File: config.mk
export PLATFORM = sky130hd
export DESIGN_NAME = universal_shift_register_flat
export DESIGN_NICKNAME = d
export VERILOG_FILES = /design/src/rtl/universal_shift_register_if.sv /design/src/rtl/universal_shift_register.sv /design/src/flat_wrapper.sv
export SDC_FILE = /design/constraint.sdc
export NUM_CORES = 1
export LEC_CHECK = 0
export ABC_AREA = 1
export CAP_MARGIN = 25
export CORE_MARGIN = 3
export CORE_UTILIZATION = 51
export CTS_CLUSTER_SIZE = 28
export DETAILED_ROUTE_END_ITERATION = 8
export PLACE_DENSITY = 0.84
export SLEW_MARGIN = 20
export SYNTH_ARGS = -nofsm -noshare
export SYNTH_HDL_FRONTEND = slang
export SYNTH_SLANG_ARGS = --single-unit
export TNS_END_PERCENT = 100
File: constraint.sdc
create_clock -name clk -period 3.75 [get_ports clk]
set_clock_uncertainty 0.05 [all_clocks]
set_input_delay 0.75 -clock clk [delete_from_list [all_inputs] [get_ports clk]]
set_output_delay 0.75 -clock clk [all_outputs]
set_load 0.02 [all_outputs]
File: src/rtl/universal_shift_register_if.sv
// Command/status bundle for universal_shift_register: a controller drives the
// master side and the register implements the slave side.
interface universal_shift_register_if #(
  parameter int unsigned N  = 8,
  parameter int unsigned AW = 4
);
  logic          tick;
  logic          start;
  logic [2:0]    mode;
  logic [AW-1:0] amt;
  logic [N-1:0]  data;
  logic          sin;
  logic [N-1:0]  q;
  logic          busy;
  logic          done;
  logic          sout;

  modport master (
    output tick, start, mode, amt, data, sin,
    input  q, busy, done, sout
  );

  modport slave (
    input  tick, start, mode, amt, data, sin,
    output q, busy, done, sout
  );
endinterface

File: src/rtl/universal_shift_register.sv
// Multi-step universal shift register: one single-bit shift/rotate per tick
// under a start/busy/done handshake. Define USR_ROT_EN to build ROL/ROR.
module universal_shift_register #(
  parameter int unsigned N  = 8,
  parameter int unsigned AW = 4
) (
  input  logic                       clk,
  input  logic                       reset,
  universal_shift_register_if.slave  bus
);

  localparam logic [2:0] MODE_HOLD  = 3'b000;
  localparam logic [2:0] MODE_SHL   = 3'b001;
  localparam logic [2:0] MODE_SHR   = 3'b010;
  localparam logic [2:0] MODE_ASR   = 3'b011;
`ifdef USR_ROT_EN
  localparam logic [2:0] MODE_ROL   = 3'b100;
  localparam logic [2:0] MODE_ROR   = 3'b101;
`endif
  localparam logic [2:0] MODE_LOAD  = 3'b110;
  localparam logic [2:0] MODE_CLEAR = 3'b111;

  typedef enum logic {IDLE, RUN} state_t;

  state_t        state, state_n;
  logic [N-1:0]  q, q_n;
  logic          busy, busy_n;
  logic          done, done_n;
  logic          sout, sout_n;
  logic [AW-1:0] cnt, cnt_n;
  logic [2:0]    op, op_n;

  logic [AW-1:0] amt_c;
  logic          step_mode_c;
  logic [N-1:0]  step_q_c;
  logic          step_out_c;

  assign bus.q    = q;
  assign bus.busy = busy;
  assign bus.done = done;
  assign bus.sout = sout;

  // Oversized step counts saturate at a full-width shift.
  assign amt_c = (bus.amt > AW'(N)) ? AW'(N) : bus.amt;

  // Modes that run through the stepped datapath.
  always_comb begin
    step_mode_c = 1'b0;
    case (bus.mode)
      MODE_SHL, MODE_SHR, MODE_ASR: step_mode_c = 1'b1;
`ifdef USR_ROT_EN
      MODE_ROL, MODE_ROR:           step_mode_c = 1'b1;
`endif
      default:                      step_mode_c = 1'b0;
    endcase
  end

  // Single-bit step on the current register contents for the latched op.
  always_comb begin
    step_q_c   = q;
    step_out_c = 1'b0;
    case (op)
      MODE_SHL: begin
        step_q_c   = {q[N-2:0], bus.sin};
        step_out_c = q[N-1];
      end
      MODE_SHR: begin
        step_q_c   = {bus.sin, q[N-1:1]};
        step_out_c = q[0];
      end
      MODE_ASR: begin
        step_q_c   = {q[N-1], q[N-1:1]};
        step_out_c = q[0];
      end
`ifdef USR_ROT_EN
      MODE_ROL: begin
        step_q_c   = {q[N-2:0], q[N-1]};
        step_out_c = q[N-1];
      end
      MODE_ROR: begin
        step_q_c   = {q[0], q[N-1:1]};
        step_out_c = q[0];
      end
`endif
      default: begin
        step_q_c   = q;
        step_out_c = 1'b0;
      end
    endcase
  end

  // Next-state and register update logic.
  always_comb begin
    state_n = state;
    q_n     = q;
    busy_n  = busy;
    done_n  = 1'b0;
    sout_n  = sout;
    cnt_n   = cnt;
    op_n    = op;
    case (state)
      IDLE: begin
        if (bus.start) begin
          case (bus.mode)
            MODE_LOAD: begin
              q_n    = bus.data;
              done_n = 1'b1;
            end
            MODE_CLEAR: begin
              q_n    = '0;
              done_n = 1'b1;
            end
            default: begin
              if (step_mode_c && (amt_c != '0)) begin
                op_n    = bus.mode;
                cnt_n   = amt_c;
                busy_n  = 1'b1;
                state_n = RUN;
              end else begin
                done_n = 1'b1;
              end
            end
          endcase
        end
      end
      RUN: begin
        if (bus.tick) begin
          q_n    = step_q_c;
          sout_n = step_out_c;
          cnt_n  = cnt - AW'(1);
          if (cnt == AW'(1)) begin
            busy_n  = 1'b0;
            done_n  = 1'b1;
            state_n = IDLE;
          end
        end
      end
      default: state_n = IDLE;
    endcase
  end

  always_ff @(posedge clk) begin
    if (!reset) begin
      state <= IDLE;
      q     <= '0;
      busy  <= 1'b0;
      done  <= 1'b0;
      sout  <= 1'b0;
      cnt   <= '0;
      op    <= MODE_HOLD;
    end else begin
      state <= state_n;
      q     <= q_n;
      busy  <= busy_n;
      done  <= done_n;
      sout  <= sout_n;
      cnt   <= cnt_n;
      op    <= op_n;
    end
  end

endmodule

File: src/flat_wrapper.sv
// flat-port wrapper written by rule: the top's interface ports become plain ports
module universal_shift_register_flat 
#(
  parameter int unsigned N  = 8,
  parameter int unsigned AW = 4
)
  (clk, reset, bus_tick, bus_start, bus_mode, bus_amt, bus_data, bus_sin, bus_q, bus_busy, bus_done, bus_sout);
  universal_shift_register_if #(.N(N), .AW(AW)) bus_i ();
  input  logic clk;
  input  logic reset;
  input wire logic [$bits(bus_i.tick)-1:0] bus_tick;
  input wire logic [$bits(bus_i.start)-1:0] bus_start;
  input wire logic [$bits(bus_i.mode)-1:0] bus_mode;
  input wire logic [$bits(bus_i.amt)-1:0] bus_amt;
  input wire logic [$bits(bus_i.data)-1:0] bus_data;
  input wire logic [$bits(bus_i.sin)-1:0] bus_sin;
  output wire logic [$bits(bus_i.q)-1:0] bus_q;
  output wire logic [$bits(bus_i.busy)-1:0] bus_busy;
  output wire logic [$bits(bus_i.done)-1:0] bus_done;
  output wire logic [$bits(bus_i.sout)-1:0] bus_sout;
  assign bus_i.tick = bus_tick;
  assign bus_i.start = bus_start;
  assign bus_i.mode = bus_mode;
  assign bus_i.amt = bus_amt;
  assign bus_i.data = bus_data;
  assign bus_i.sin = bus_sin;
  assign bus_q = bus_i.q;
  assign bus_busy = bus_i.busy;
  assign bus_done = bus_i.done;
  assign bus_sout = bus_i.sout;
  universal_shift_register #(.N(N), .AW(AW)) u_core (.clk(clk), .reset(reset), .bus(bus_i));
endmodule
==> summary.txt <==
Status
  – Result of the run: finished, final reports clean

Detailed routing
  – Routed WL: 3030 um
  – Antenna-violating nets left: 0
  – Drt wl/cell: 12.3 um
  – DRT Pass-1 Iters: 4
  – Vias: roughly 1.3k
  – Initial drt markers: 30
  – Vias/cell: 5.47
  – DRC viols: 0

Synthesis
  – Complex-gate fraction of the synthesized area: 11.9%
  – Synth Area per Inst: 6.12 um2
  – Post-Syn Instances: around 190
  – Combinational family with the most area after synthesis: simple AND/OR/NAND/NOR gates
  – Mapped Area: roughly 1200 um2
  – Register area share after synthesis: between 30% and 40%
  – Post-synthesis mux area share: 0%
  – Synth unique cells: 19
  – Synth Area in XOR/XNOR: 0%
  – Adder-Cell Fraction of Synth Area: 2.16%
  – Post-synth net total: about 210
  – Simple-Gate Fraction of Synth Area: roughly 43%
  – Synth Register Bits: 19
  – Synthesis Warnings: 0

Final layout
  – Layout Cells excl Fill: 246
  – Area growth, synth to finish: 29.0%
  – Commonest non-fill, non-tap cells in the layout: nand2_1 (42), nor2_1 (35), clkdlybuf4s50_1 (30)
  – Final instance area: 1490 um2
  – Final #Nets: 242
  – Antenna cells: 0
  – Layout cells sized above 1: under 10%
  – Most common cell after layout, fill and taps aside: nand2_1

Worst setup path
  – Crit path launch type: flop
  – Critical Path RT: 2.95 ns
  – Crit Path Category: flop to output pin
  – CP peak stage delay: ~0.63 ns
  – Cell family contributing the most delay on the critical path: buffers and inverters
  – CP max FO: 4
  – Worst-path cell chain: clkdlybuf4s50_1
  – Crit path DAT: between 1 and 1.5 ns
  – CP Buf/Inv Count: 1
  – Crit end category: output pin
  – Slowest stage cell, crit path: clkdlybuf4s50_1

Timing
  – Rel. slew slack: a little over 60%
  – Final Slew Violations: 0
  – Worst slew pin tran: 0.582 ns
  – RSZ-0062 raised after global routing: no
  – Post-layout minimum cycle time: 2.14 ns
  – TNS Setup: 0 ns
  – Worst setup margin: 1.61 ns
  – Final setup fails: 0
  – F_max: 468 MHz
  – Final hold violations: 0
  – Final Cycle Share: 56.9%

Job
  – Max cap viols: 0

Floorplan
  – Boundary Pins: 31
  – Rows: 16
  – Chip Width: 53.6 um
  – Die height: about 54 um
  – Die area: ~2900 um2
  – Initial core utilization: 56.1%
  – Core ar.: 2060 um2

Global route
  – Grt ovf: 0
  – GRT Total Usage: 24.6%
  – Global-route wire length before repair: roughly 5300 um
  – Vias in the first global route: about 1.3k
  – Largest net degree at the start of global routing: 19
  – Initial antenna violation count: 0

Power and ir drop
  – Comb power frac: 28.9%
  – Max VDD drop: ~200 uV
  – Clock group share of total power: a little under a quarter
  – Power Internal: roughly 320 uW
  – Power Density: 317 nW/um2
  – Seq pwr share: 48.4%
  – Overall power: 473 uW
  – Sw Share: 33.0%
  – Pleak: 0.000683 uW
  – P_sw: 156 uW

Clock tree
  – # Post-CTS Setup Buffers: 0
  – CTS tree: yes
  – CTS root buf: clkbuf_4
  – Max clock buf depth: 2
  – H-tree levels: 1
  – Clk sinks: 19
  – Hold Buf Count CTS: 0
  – Cts bufs inserted: 3
  – Worst-Skew Late Latency: about 0.30 ns
  – CTS resizes: 0
  – Clock transition at path regs: roughly 0.11 ns

Place
  – HPWL Detailed: about 2200 um
  – Setup WS pre-CTS: between 1.5 and 2 ns
  – Area after DPL: between 1000 and 1500 um2
  – PortBufs: 30
  – Dpl cells: around 240
  – GPL Wtd Cong: roughly 0.84

Min path
  – Min-Delay Path Class: flop to flop
## layout make-up
cell class / count / area [um2]
well taps: 27 / 33.8
multi-input cells: 142 / 662
clock buffers: 4 / 26.3
repair buffers: 30 / 300
flip-flops and latches: 19 / 380
inverters: 24 / 90.1
fillers: 178 / 569
## cell families after synthesis
logic type                 count (synthesis)
AOI/OAI and AO/OA                         27
adders and majority gates                  2
buffers and inverters                     28
DFF                                       19
and+or+nand+nor                          113
## Yosys cell counts, drive strengths merged
| cell | number | share of area (%) |
|---|---|---|
| a21oi | 7 | 3.0 |
| nand3 | 24 | 10 |
| a31oi | 2 | 1.1 |
| inv | 24 | 7.8 |
| dfxtp | 19 | 33 |
| ha | 2 | 2.2 |
| clkbuf | 1 | 0.32 |
| nor2 | 36 | 12 |
| nand4 | 4 | 2.2 |
| o21ai | 18 | 7.8 |
| nand2 | 48 | 18 |
| or2 | 1 | 0.54 |
| buf | 3 | 1.8 |
## power groups by stage
stage / Sequential [uW] / Clock (uW) / Combinational, uW
after CTS: 228 / 108 / 137
after global routing: 231 / 118 / 154
after detailed placement: 233 / 0 / 136
after floorplan: 239 / 0 / 76.2
final: 229 / 108 / 137
after global placement: 233 / 0 / 131
## routing by layer
metal | vias to the layer above | global-route usage [%] | part of all wire (%)
met5 | - | 0 | 0
met4 | 0 | 9.36 | 1.4
met3 | 6 | 5.26 | 7.2
met2 | 52 | 45.7 | 50
met1 | 619 | 26.9 | 41
li1 | 668 | - | -
## sequential cells by signal, summed over array words and instances (netlist names)
| name | cells |
|---|---|
| u_core.bus.q | 8 |
| u_core.cnt | 4 |
| u_core.op | 3 |
| u_core.bus.busy | 1 |
| u_core.bus.done | 1 |
| u_core.bus.sout | 1 |
| u_core.state | 1 |
## path summary, 6_finish.rpt
kind	from	to	slack (ns)	cells past startpoint
max	u_core.bus.q[7]	bus_q[7]	1.61	1
min	u_core.bus.busy	u_core.bus.busy	0.40	2
max reg2reg	u_core.state	u_core.cnt[3]	2.08	9
min reg2reg	u_core.bus.busy	u_core.bus.busy	0.40	2
## metrics by stage
stage / hold slack [ns] / utilization, %
finish: 0.405 / 72.4
global route: 0.446 / 72.4
CTS: 0.410 / 72.4
detailed placement: 0.394 / 71.1
global placement: 0.385 / 71.1
floorplan: 0.402 / -
Power figures use the tool's default switching activity.
